$ cat src/rtl/frame_masker_credit_ctrl_pkg.sv
// frame_masker_credit_ctrl_pkg: shared types and helpers for the credit-based
// frame release scheduler (control FSM state, popcount, credit item summing).
// Helpers take vectors zero-extended to MAX_VEC_W plus run-time widths so one
// definition serves every parameterisation of the block.
package frame_masker_credit_ctrl_pkg;

  localparam int unsigned MAX_VEC_W = 128;
  localparam int unsigned SUM_W     = 64;

  typedef enum logic {
    STOPPED = 1'b0,
    RUNNING = 1'b1
  } ctrl_state_e;

  // Number of set bits in the low 'width' bits of vec.
  function automatic int unsigned popcount(input logic [MAX_VEC_W-1:0] vec,
                                           input int unsigned width);
    int unsigned n;
    n = 0;
    for (int unsigned i = 0; i < MAX_VEC_W; i++) begin
      if (i < width) n = n + 32'(vec[i]);
    end
    return n;
  endfunction

  // Sum of the valid item_w-wide items packed in data, each zero-extended.
  function automatic logic [SUM_W-1:0] item_sum(input logic [MAX_VEC_W-1:0] data,
                                                input logic [MAX_VEC_W-1:0] vld,
                                                input int unsigned items,
                                                input int unsigned item_w);
    logic [SUM_W-1:0]     acc;
    logic [MAX_VEC_W-1:0] item;
    logic [MAX_VEC_W-1:0] item_mask;
    acc       = '0;
    item_mask = (MAX_VEC_W'(1) << item_w) - MAX_VEC_W'(1);
    for (int unsigned i = 0; i < MAX_VEC_W; i++) begin
      if (i < items && vld[i]) begin
        item = (data >> (i * item_w)) & item_mask;
        acc  = acc + SUM_W'(item);
      end
    end
    return acc;
  endfunction

endpackage

$ cat src/rtl/frame_masker_credit_mask_gen.sv
// frame_masker_credit_mask_gen: combinational SOF release mask.
// A SOF in region r may pass when enabled and fewer than credit_i SOFs sit in
// the lower regions, so lower regions are served first.
// Ports:
//   sof_i    - SOF per region at the masker input
//   credit_i - registered credit count
//   en_i     - scheduler is RUNNING
//   mask_o   - 1 = SOF in region may pass
//   used_o   - number of released SOFs (popcount of mask_o)
module frame_masker_credit_mask_gen
  import frame_masker_credit_ctrl_pkg::*;
#(
  parameter int unsigned REGIONS   = 4,
  parameter int unsigned CNT_WIDTH = 16
) (
  input  logic [REGIONS-1:0]   sof_i,
  input  logic [CNT_WIDTH-1:0] credit_i,
  input  logic                 en_i,
  output logic [REGIONS-1:0]   mask_o,
  output logic [CNT_WIDTH-1:0] used_o
);

  // Prefix count of SOFs in lower regions compared against the credit.
  always_comb begin
    logic [CNT_WIDTH-1:0] seen;
    seen   = '0;
    mask_o = '0;
    for (int unsigned r = 0; r < REGIONS; r++) begin
      mask_o[r] = en_i && sof_i[r] && (seen < credit_i);
      seen      = seen + CNT_WIDTH'(sof_i[r]);
    end
  end

  assign used_o = CNT_WIDTH'(popcount(MAX_VEC_W'(mask_o), REGIONS));

endmodule

$ cat src/rtl/frame_masker_credit_ctrl.sv
// frame_masker_credit_ctrl: credit-based release scheduler for the MFB frame
// masker. Credits granted over MVB accumulate in a register; the block drives a
// per-region SOF mask so only as many frames start as credits allow.
// Ports:
//   CLK, RESET              - clock, asynchronous active-high reset
//   CTRL_START / CTRL_STOP  - control pulses (STOP wins when both set)
//   CTRL_RUNNING            - scheduler is RUNNING
//   CREDIT_CNT              - current credit register
//   MVB_DATA/VLD/SRC_RDY    - credit items in; MVB_DST_RDY = room for a full word
//   MFB_SOF/SRC_RDY/DST_RDY - observed masker input SOFs and handshake
//   TX_MASK                 - 1 = SOF in region may pass
// Optional: define FRAME_MASKER_CREDIT_CTRL_STATS_EN to add STAT_CLR,
//   STAT_RELEASED and STAT_GRANTED (32-bit wrapping counters).
module frame_masker_credit_ctrl
  import frame_masker_credit_ctrl_pkg::*;
#(
  parameter int unsigned MFB_REGIONS    = 4,
  parameter int unsigned MVB_ITEMS      = 2,
  parameter int unsigned MVB_ITEM_WIDTH = 8,
  parameter int unsigned CNT_WIDTH      = 16
) (
  input  logic                                CLK,
  input  logic                                RESET,
  input  logic                                CTRL_START,
  input  logic                                CTRL_STOP,
  output logic                                CTRL_RUNNING,
  output logic [CNT_WIDTH-1:0]                CREDIT_CNT,
  input  logic [MVB_ITEMS*MVB_ITEM_WIDTH-1:0] MVB_DATA,
  input  logic [MVB_ITEMS-1:0]                MVB_VLD,
  input  logic                                MVB_SRC_RDY,
  output logic                                MVB_DST_RDY,
  input  logic [MFB_REGIONS-1:0]              MFB_SOF,
  input  logic                                MFB_SRC_RDY,
  input  logic                                MFB_DST_RDY,
  output logic [MFB_REGIONS-1:0]              TX_MASK
`ifdef FRAME_MASKER_CREDIT_CTRL_STATS_EN
  ,
  input  logic                                STAT_CLR,
  output logic [31:0]                         STAT_RELEASED,
  output logic [31:0]                         STAT_GRANTED
`endif
);

  // Largest credit value that can still absorb a full word of maximal items.
  localparam logic [CNT_WIDTH-1:0] RDY_LIMIT =
    {CNT_WIDTH{1'b1}} - CNT_WIDTH'(MVB_ITEMS) * CNT_WIDTH'({MVB_ITEM_WIDTH{1'b1}});

  ctrl_state_e          state_q, state_d;
  logic [CNT_WIDTH-1:0] credit_q, credit_d;
  logic [CNT_WIDTH-1:0] used_mask;
  logic [CNT_WIDTH-1:0] used;
  logic [CNT_WIDTH-1:0] grant_sum;
  logic [CNT_WIDTH-1:0] add;
  logic                 credit_room;

  frame_masker_credit_mask_gen #(
    .REGIONS   (MFB_REGIONS),
    .CNT_WIDTH (CNT_WIDTH)
  ) u_mask_gen (
    .sof_i    (MFB_SOF),
    .credit_i (credit_q),
    .en_i     (state_q == RUNNING),
    .mask_o   (TX_MASK),
    .used_o   (used_mask)
  );

  // Room check uses only the register, so no MVB input reaches MVB_DST_RDY.
  assign credit_room = (credit_q <= RDY_LIMIT);
  assign MVB_DST_RDY = credit_room && !RESET;

  assign grant_sum = CNT_WIDTH'(item_sum(MAX_VEC_W'(MVB_DATA), MAX_VEC_W'(MVB_VLD),
                                         MVB_ITEMS, MVB_ITEM_WIDTH));

  // Control FSM next state; STOP has priority over START.
  always_comb begin
    state_d = state_q;
    unique case (state_q)
      STOPPED: if (CTRL_START && !CTRL_STOP) state_d = RUNNING;
      RUNNING: if (CTRL_STOP) state_d = STOPPED;
      default: state_d = STOPPED;
    endcase
  end

  // Credit update: used never exceeds credit_q, and room check prevents overflow.
  always_comb begin
    used     = (MFB_SRC_RDY && MFB_DST_RDY) ? used_mask : '0;
    add      = (MVB_SRC_RDY && credit_room) ? grant_sum : '0;
    credit_d = credit_q - used + add;
  end

  always_ff @(posedge CLK or posedge RESET) begin
    if (RESET) begin
      state_q  <= STOPPED;
      credit_q <= '0;
    end else begin
      state_q  <= state_d;
      credit_q <= credit_d;
    end
  end

  assign CTRL_RUNNING = (state_q == RUNNING);
  assign CREDIT_CNT   = credit_q;

`ifdef FRAME_MASKER_CREDIT_CTRL_STATS_EN
  logic [31:0] released_q, released_d;
  logic [31:0] granted_q, granted_d;

  // Clear has priority over accumulation; both counters wrap.
  always_comb begin
    released_d = released_q + 32'(used);
    granted_d  = granted_q + 32'(add);
    if (STAT_CLR) begin
      released_d = '0;
      granted_d  = '0;
    end
  end

  always_ff @(posedge CLK or posedge RESET) begin
    if (RESET) begin
      released_q <= '0;
      granted_q  <= '0;
    end else begin
      released_q <= released_d;
      granted_q  <= granted_d;
    end
  end

  assign STAT_RELEASED = released_q;
  assign STAT_GRANTED  = granted_q;
`endif

endmodule

$ cat config.mk
export PLATFORM = sky130hd
export DESIGN_NAME = frame_masker_credit_ctrl
export DESIGN_NICKNAME = d
export VERILOG_FILES = /design/src/rtl/frame_masker_credit_ctrl_pkg.sv /design/src/rtl/frame_masker_credit_mask_gen.sv /design/src/rtl/frame_masker_credit_ctrl.sv
export SDC_FILE = /design/constraint.sdc
export NUM_CORES = 1
export LEC_CHECK = 0
export CORE_ASPECT_RATIO = 0.8
export CORE_MARGIN = 8
export CORE_UTILIZATION = 40
export DETAILED_ROUTE_END_ITERATION = 10
export GPL_TIMING_DRIVEN = 0
export PLACE_DENSITY_LB_ADDON = 0.2
export SLEW_MARGIN = 20
export SYNTH_ARGS = -nofsm -noshare
export SYNTH_HDL_FRONTEND = slang
export SYNTH_SLANG_ARGS = --single-unit
$ cat constraint.sdc
create_clock -name CLK -period 4.3 [get_ports CLK]
set_clock_uncertainty 0.05 [all_clocks]
set_input_delay 1.075 -clock CLK [delete_from_list [all_inputs] [get_ports CLK]]
set_output_delay 1.075 -clock CLK [all_outputs]
set_load 0.01 [all_outputs]
======== Word-level counts from Yosys, hierarchy flattened ========
Index checks and enable logic that the tools add are counted.
operators by class
  $add $sub $neg .......................... 8
  $lt $le $gt $ge ......................... 5
  muxes and demuxes ....................... 7
  bitwise operators ....................... 1
  reduce and logical (&&, ||, !) cells .... 14
operators by type and width
  operator                                                    number
  adder 16 x 1 -> 16 bit                                      3
  two-way mux 16 bit                                          3
  less-than comparator 16 bit                                 2
  adder 16 bit                                                1
  <= comparator 16 bit, second input constant                 1
  less-than comparator 1 x 16 -> 1 bit                        1
  less-than comparator 1 x 16 -> 1 bit, first input constant  1
  subtractor 16 bit                                           1
  logical AND 1 bit                                           12
  adder 8 x 8 -> 9 bit                                        1
  two-way mux 8 bit                                           1
  adder 1 x 1 -> 2 bit                                        2
  logical NOT 1 bit                                           2
  two-way mux 1 bit                                           2
  one-hot mux 1 bit (2 select lines)                          1
  inverter 1 bit                                              1
word-level totals
  register bits after elaboration ......... 17
  bits of input ports ..................... 29
  output and inout bits ................... 22
  word-level logic and storage cells ...... 37

======== Longest topological paths before layout ========
  depth after elaboration ................. 8
  mapped depth ............................ 18
  depth with buffers taken out ............ 18

======== By module ========
From an unflattened synthesis, not the netlist that was laid out.
unflattened totals
  cells, all modules ...................... 341
  area, all modules ....................... 2,745.1 um^2
modules (own cells, without submodules)
  module                        instances  cells each  area an instance (um^2)  sequential area each (um^2)
  frame_masker_credit_ctrl      1          290         2,317.2                  425.4
  frame_masker_credit_mask_gen  1          51          427.9                    0.0

======== Least setup slack after synthesis ========
Ideal clock, no wire load.
  kind .................................... input to register
  from .................................... input MFB_SOF[0]
  to ...................................... register credit_q[12] (netlist: CREDIT_CNT[12])
  library setup time ...................... 0.131 ns
  data arrival time ....................... 4.793 ns
  data required time ...................... 4.119 ns
  slack ................................... -0.674 ns
  stages .................................. 16
  path buffers ............................ 0
  cells stage by stage .................... ha_1 ha_1 a21oi_1 o211a_1 fa_1 ha_1 ha_1 nand3_1 fa_1 fa_1 a21o_1 a31oi_1 o31ai_2 o31ai_4 o21ai_0 xor2_1
between the ends
  word-level cells in the longest chain between the ends .. 8
  elaborated cells on any way between the ends .. 16
  classes of those cells .................. 7 x add/sub; 3 x order compare; 1 x mux; 5 x reduce/logical
ends and longest elaborated chain
  item                                 line                                RTL
  start: declaration                   frame_masker_credit_ctrl.sv:32      input logic [MFB_REGIONS-1:0] MFB_SOF,
  adder 1 x 1 -> 2 bit                 frame_masker_credit_mask_gen.sv:30  seen = seen + CNT_WIDTH'(sof_i[r]);
  less-than comparator 16 bit          frame_masker_credit_mask_gen.sv:29  mask_o[r] = en_i && sof_i[r] && (seen < credit_i);
  logical AND 1 bit                    frame_masker_credit_mask_gen.sv:29
  net TX_MASK[2]                       frame_masker_credit_ctrl.sv:35      output logic [MFB_REGIONS-1:0] TX_MASK
  adder 16 x 1 -> 16 bit (2 in a row)  frame_masker_credit_ctrl_pkg.sv:21  if (i < width) n = n + 32'(vec[i]);
  two-way mux 16 bit                   frame_masker_credit_ctrl.sv:86      used = (MFB_SRC_RDY && MFB_DST_RDY) ? used_mask : '0;
  subtractor 16 bit                    frame_masker_credit_ctrl.sv:88      credit_d = credit_q - used + add;
  adder 16 bit                         frame_masker_credit_ctrl.sv:88
  net credit_d[12]                     frame_masker_credit_ctrl.sv:49      logic [CNT_WIDTH-1:0] credit_q, credit_d;
  end signal: assignment               frame_masker_credit_ctrl.sv:97      credit_q <= credit_d;
  end: declaration                     frame_masker_credit_ctrl.sv:49
The timed path passes the listed nets, and every way through them passes these cells.

======== Worst setup path after layout ========
  from .................................... input MFB_SOF[0]
  to ...................................... register credit_q[14] (netlist: CREDIT_CNT[14])
between the ends
  word-level cells in the longest chain between the ends .. 8
  elaborated cells on any way between the ends .. 16
  classes of those cells .................. 7 x add/sub; 3 x order compare; 1 x mux; 5 x reduce/logical
ends and longest elaborated chain
  item                                                                line
  less-than comparator 1 x 16 -> 1 bit (tied with other cells)        frame_masker_credit_mask_gen.sv:29
  logical AND 1 bit (tied with other cells)                           frame_masker_credit_mask_gen.sv:29
  adder 1 x 1 -> 2 bit (tied with other cells)                        frame_masker_credit_ctrl_pkg.sv:21
  adder 16 x 1 -> 16 bit / logical AND 1 bit (equally long branches)  frame_masker_credit_ctrl_pkg.sv:21, frame_masker_credit_mask_gen.sv:29
  adder 16 x 1 -> 16 bit (*)                                          frame_masker_credit_ctrl_pkg.sv:21
  two-way mux 16 bit (*)                                              frame_masker_credit_ctrl.sv:86
  subtractor 16 bit (*)                                               frame_masker_credit_ctrl.sv:88
  adder 16 bit (*)                                                    frame_masker_credit_ctrl.sv:88
  net credit_d[14]                                                    frame_masker_credit_ctrl.sv:49
The timed path passes the listed nets; every way through them passes the cells marked *.

==> qor.csv <==
stage,metric,value,unit
cells_and_area,utilization,62.2,%
sta,holdWs,0.597,ns
sta,slew_headroom,53.5,%
place,port_buffers,50,
grt,grt_pass1_vias,2063,
pwr,pwr-share-clk,4.5,%
clock_tree,clock_path_buffers,2,
cells_and_area,n_antenna_cell,0,
place,gp_congestion,0.853,
flow_run,cap_violations,0,
clock_tree,clk_pin_slew_worst_paths,0.08,ns
detailed_routing,via_per_inst,5.24,
sta,worst_pin_slew,0.696,ns
pwr,swShare,45.6,%
setup_path,endpoint_kind,register,
cells_and_area,areaGrowthSynthToFinish,51.5,%
logic_synthesis,synthArstFlopShare,100,%
floorplan,dieArea,8170,um2
floorplan,die_width,99.1,um
grt,grt_util_all_layers,14.1,%
grt,grt_first_pass_wirelength,9480,um
floorplan,core_area,5380,um2
setup_path,path_max_fanout,4,
setup_path,critical_path_class,input port to register,
logic_synthesis,synth_largest_area_cell,ha_1,
worst_hold_path,hp-class,register to register,
detailed_routing,drt-wirelength-per-cell,15.0,um
detailed_routing,ant_nets,0,
sta,finalCritPeriodShare,109,%
floorplan,start_util,41.1,%
pwr,power.leakage,1.55,nW
grt,grt_antenna_before_repair,0,
clock_tree,cts_max_level,1,
detailed_routing,route.detailed.drc,0,
outcome,violations,setup timing,
cells_and_area,final_cell_mix,"45 x clkdlybuf4s50_1, 37 x inv_1, 29 x ha_1",
setup_path,arrival,4.80,ns
cells_and_area,drive_gt1_share,26.7,%
setup_path,cp-start-kind,input port,
pwr,seq_power_share,12.2,%
sta,setup_ws,-0.385,ns
sta,setup_viol,10,
detailed_routing,dr.pass1.iters,4,
logic_synthesis,synth_cell_types,41,
sta,max_freq,213,MHz
floorplan,die_h,82.4,um
sta,hold_viol,0,
cells_and_area,design_area,3340,um2
sta,rsz0062_at_grt,yes,
sta,fin_crit,4.69,ns
clock_tree,cts_made_buffers,3,
clock_tree,cts_tree,done,
logic_synthesis,synth_nets,331,
place,post_dp_cell_area,2870,um2
setup_path,required,4.42,ns
place,hpwl,4500,um
pwr,peakVddDrop,0.470,mV
outcome,status,"finished, violations left",
pwr,power_density,853,nW/um2
cells_and_area,fin_nets,405,
detailed_routing,vias,2047,
logic_synthesis,synth_ff_type,dfrtp_1,
logic_synthesis,syn_area_per_cell,8.72,um2
place,dp_worst_setup_slack,-1.31,ns
clock_tree,cts_sinks,17,
cells_and_area,fill_cells,441,
detailed_routing,routed_wl,5850,um
logic_synthesis,synth.area.top_cells,"ha_1 24%, dfrtp_1 19%, inv_1 6.8%, fa_1 5.4%, xnor2_1 4.4%",
detailed_routing,drt-initial-drc-count,56,
logic_synthesis,syn_area,2210,um2
grt,grt_max_degree,18,
grt,grt_overflow,0,
logic_synthesis,seq_area_frac_synth,19.3,%
cells_and_area,layout_commonest_cell,clkdlybuf4s50_1,
logic_synthesis,ys_ff_latch,17,
logic_synthesis,synth_top_area_share,24.4,%
floorplan,io_pins,51,
clock_tree,clkLatencyLatePin,0.26,ns
floorplan,core.rowCount,24,
clock_tree,cts_hold_buffers,0,
sta,slew_viol_final,0,
clock_tree,cts-root-buf,clkbuf_8,
cells_and_area,final-instance-count-excl-fill,391,
logic_synthesis,synth_warnings,0,
logic_synthesis,synth_edf_count,0,
logic_synthesis,syn_inst,253,
pwr,switching_power,0.00130,W
place,dpl.cell_count,368,
pwr,internal_power,0.00155,W
pwr,combinationalPowerShare,83.3,%
[state kept, by name (all words and copies together) (netlist names)]
signal / count
CREDIT_CNT: 16
CTRL_RUNNING: 1
[worst paths after layout]
check,from,to,slack [ns],depth (start not counted)
min,CTRL_RUNNING$_DFF_PP0_,CTRL_RUNNING$_DFF_PP0_,0.60,2
max in group asynchronous,RESET,CREDIT_CNT[6]$_DFF_PP0_,2.56,2
max reg2reg,CREDIT_CNT[10]$_DFF_PP0_,CREDIT_CNT[14]$_DFF_PP0_,-0.29,17
max,MFB_SOF[0],CREDIT_CNT[14]$_DFF_PP0_,-0.39,17
min in group asynchronous,RESET,CREDIT_CNT[12]$_DFF_PP0_,1.20,2
min reg2reg,CTRL_RUNNING$_DFF_PP0_,CTRL_RUNNING$_DFF_PP0_,0.60,2
[through the flow]
step	setup TNS, ns	total power [W]
after floorplan	-2.88	0.00158
after global placement	-12.96	0.00201
after detailed placement	-13.51	0.00204
after CTS	-3.41	0.00261
after global routing	-4.13	0.00310
final	-2.70	0.00285
[final cells by class]
| class | count | area, um2 | share of cell area, % |
|---|---|---|---|
| flip-flops and latches | 17 | 425 | 12.7 |
| repair buffers | 69 | 653 | 19.5 |
| plain buffers | 2 | 7.51 | 0.225 |
| inverters | 40 | 150 | 4.49 |
| clock buffers | 3 | 41.3 | 1.24 |
| multi-input cells | 194 | 1980 | 59.2 |
| clock inverters | 1 | 5.00 | 0.150 |
| well taps | 65 | 81.3 | 2.43 |
[kinds of logic (layout without fill, tap and decap cells)]
kind of cell / after synthesis / in the layout / share of synthesized area, %
and+or+nand+nor: 61 / 61 / 14.4
muxes: 6 / 6 / 2.78
buffers and inverters: 42 / 115 / 7.14
AOI/OAI and AO/OA: 60 / 60 / 19.4
adders and majority gates: 49 / 49 / 29.8
xor gates and xnor gates: 18 / 18 / 7.14
DFF: 17 / 17 / 19.3
[routing by layer]
metal  vias up  wire length, um  global-route usage, %
met4         0               58                   2.71
li1       1020                -                      -
met1       979             2730                   17.7
met3         7              288                   3.02
met2        41             2770                   24.8
met5         -                0                      0
[repair_timing]
item,in CTS,in global routing
resized for setup,45,29
setup buffers,13,8
setup endpoints to repair,15,13
pin swaps,30,37
[critical path, cell delays in order]
cell      delay (ns)
buf_8           0.10
ha_4            0.16
ha_4            0.26
a21oi_2         0.04
o211a_1         0.22
fa_1            0.44
ha_2            0.20
ha_4            0.26
nand3_2         0.06
fa_2            0.45
fa_2            0.40
a21o_1          0.20
a31oi_4         0.19
o31ai_4         0.09
o31ai_4         0.33
nor2_1          0.10
a311oi_2        0.20
[power groups by stage]
stage / clock (W) / sequential [W] / combinational (W)
4_1_cts: 0.000130 / 0.000348 / 0.00213
3_5_place_dp: 0 / 0.000351 / 0.00169
2_1_floorplan: 0 / 0.000371 / 0.00121
5_1_grt: 0.000138 / 0.000367 / 0.00260
3_3_place_gp: 0 / 0.000349 / 0.00166
6_report: 0.000127 / 0.000349 / 0.00238
[synthesized netlist by cell type (5+ instances only)]
cell type,number
dfrtp_1,17
and2_1,8
ha_1,43
o21ai_0,9
a21o_1,7
nand2b_1,8
nor2_1,15
xor2_1,7
inv_1,40
nand2_1,9
mux2i_1,5
fa_1,6
a21oi_1,17
nor2b_1,6
xnor2_1,11
No activity file was read; power rests on OpenSTA's default activity.
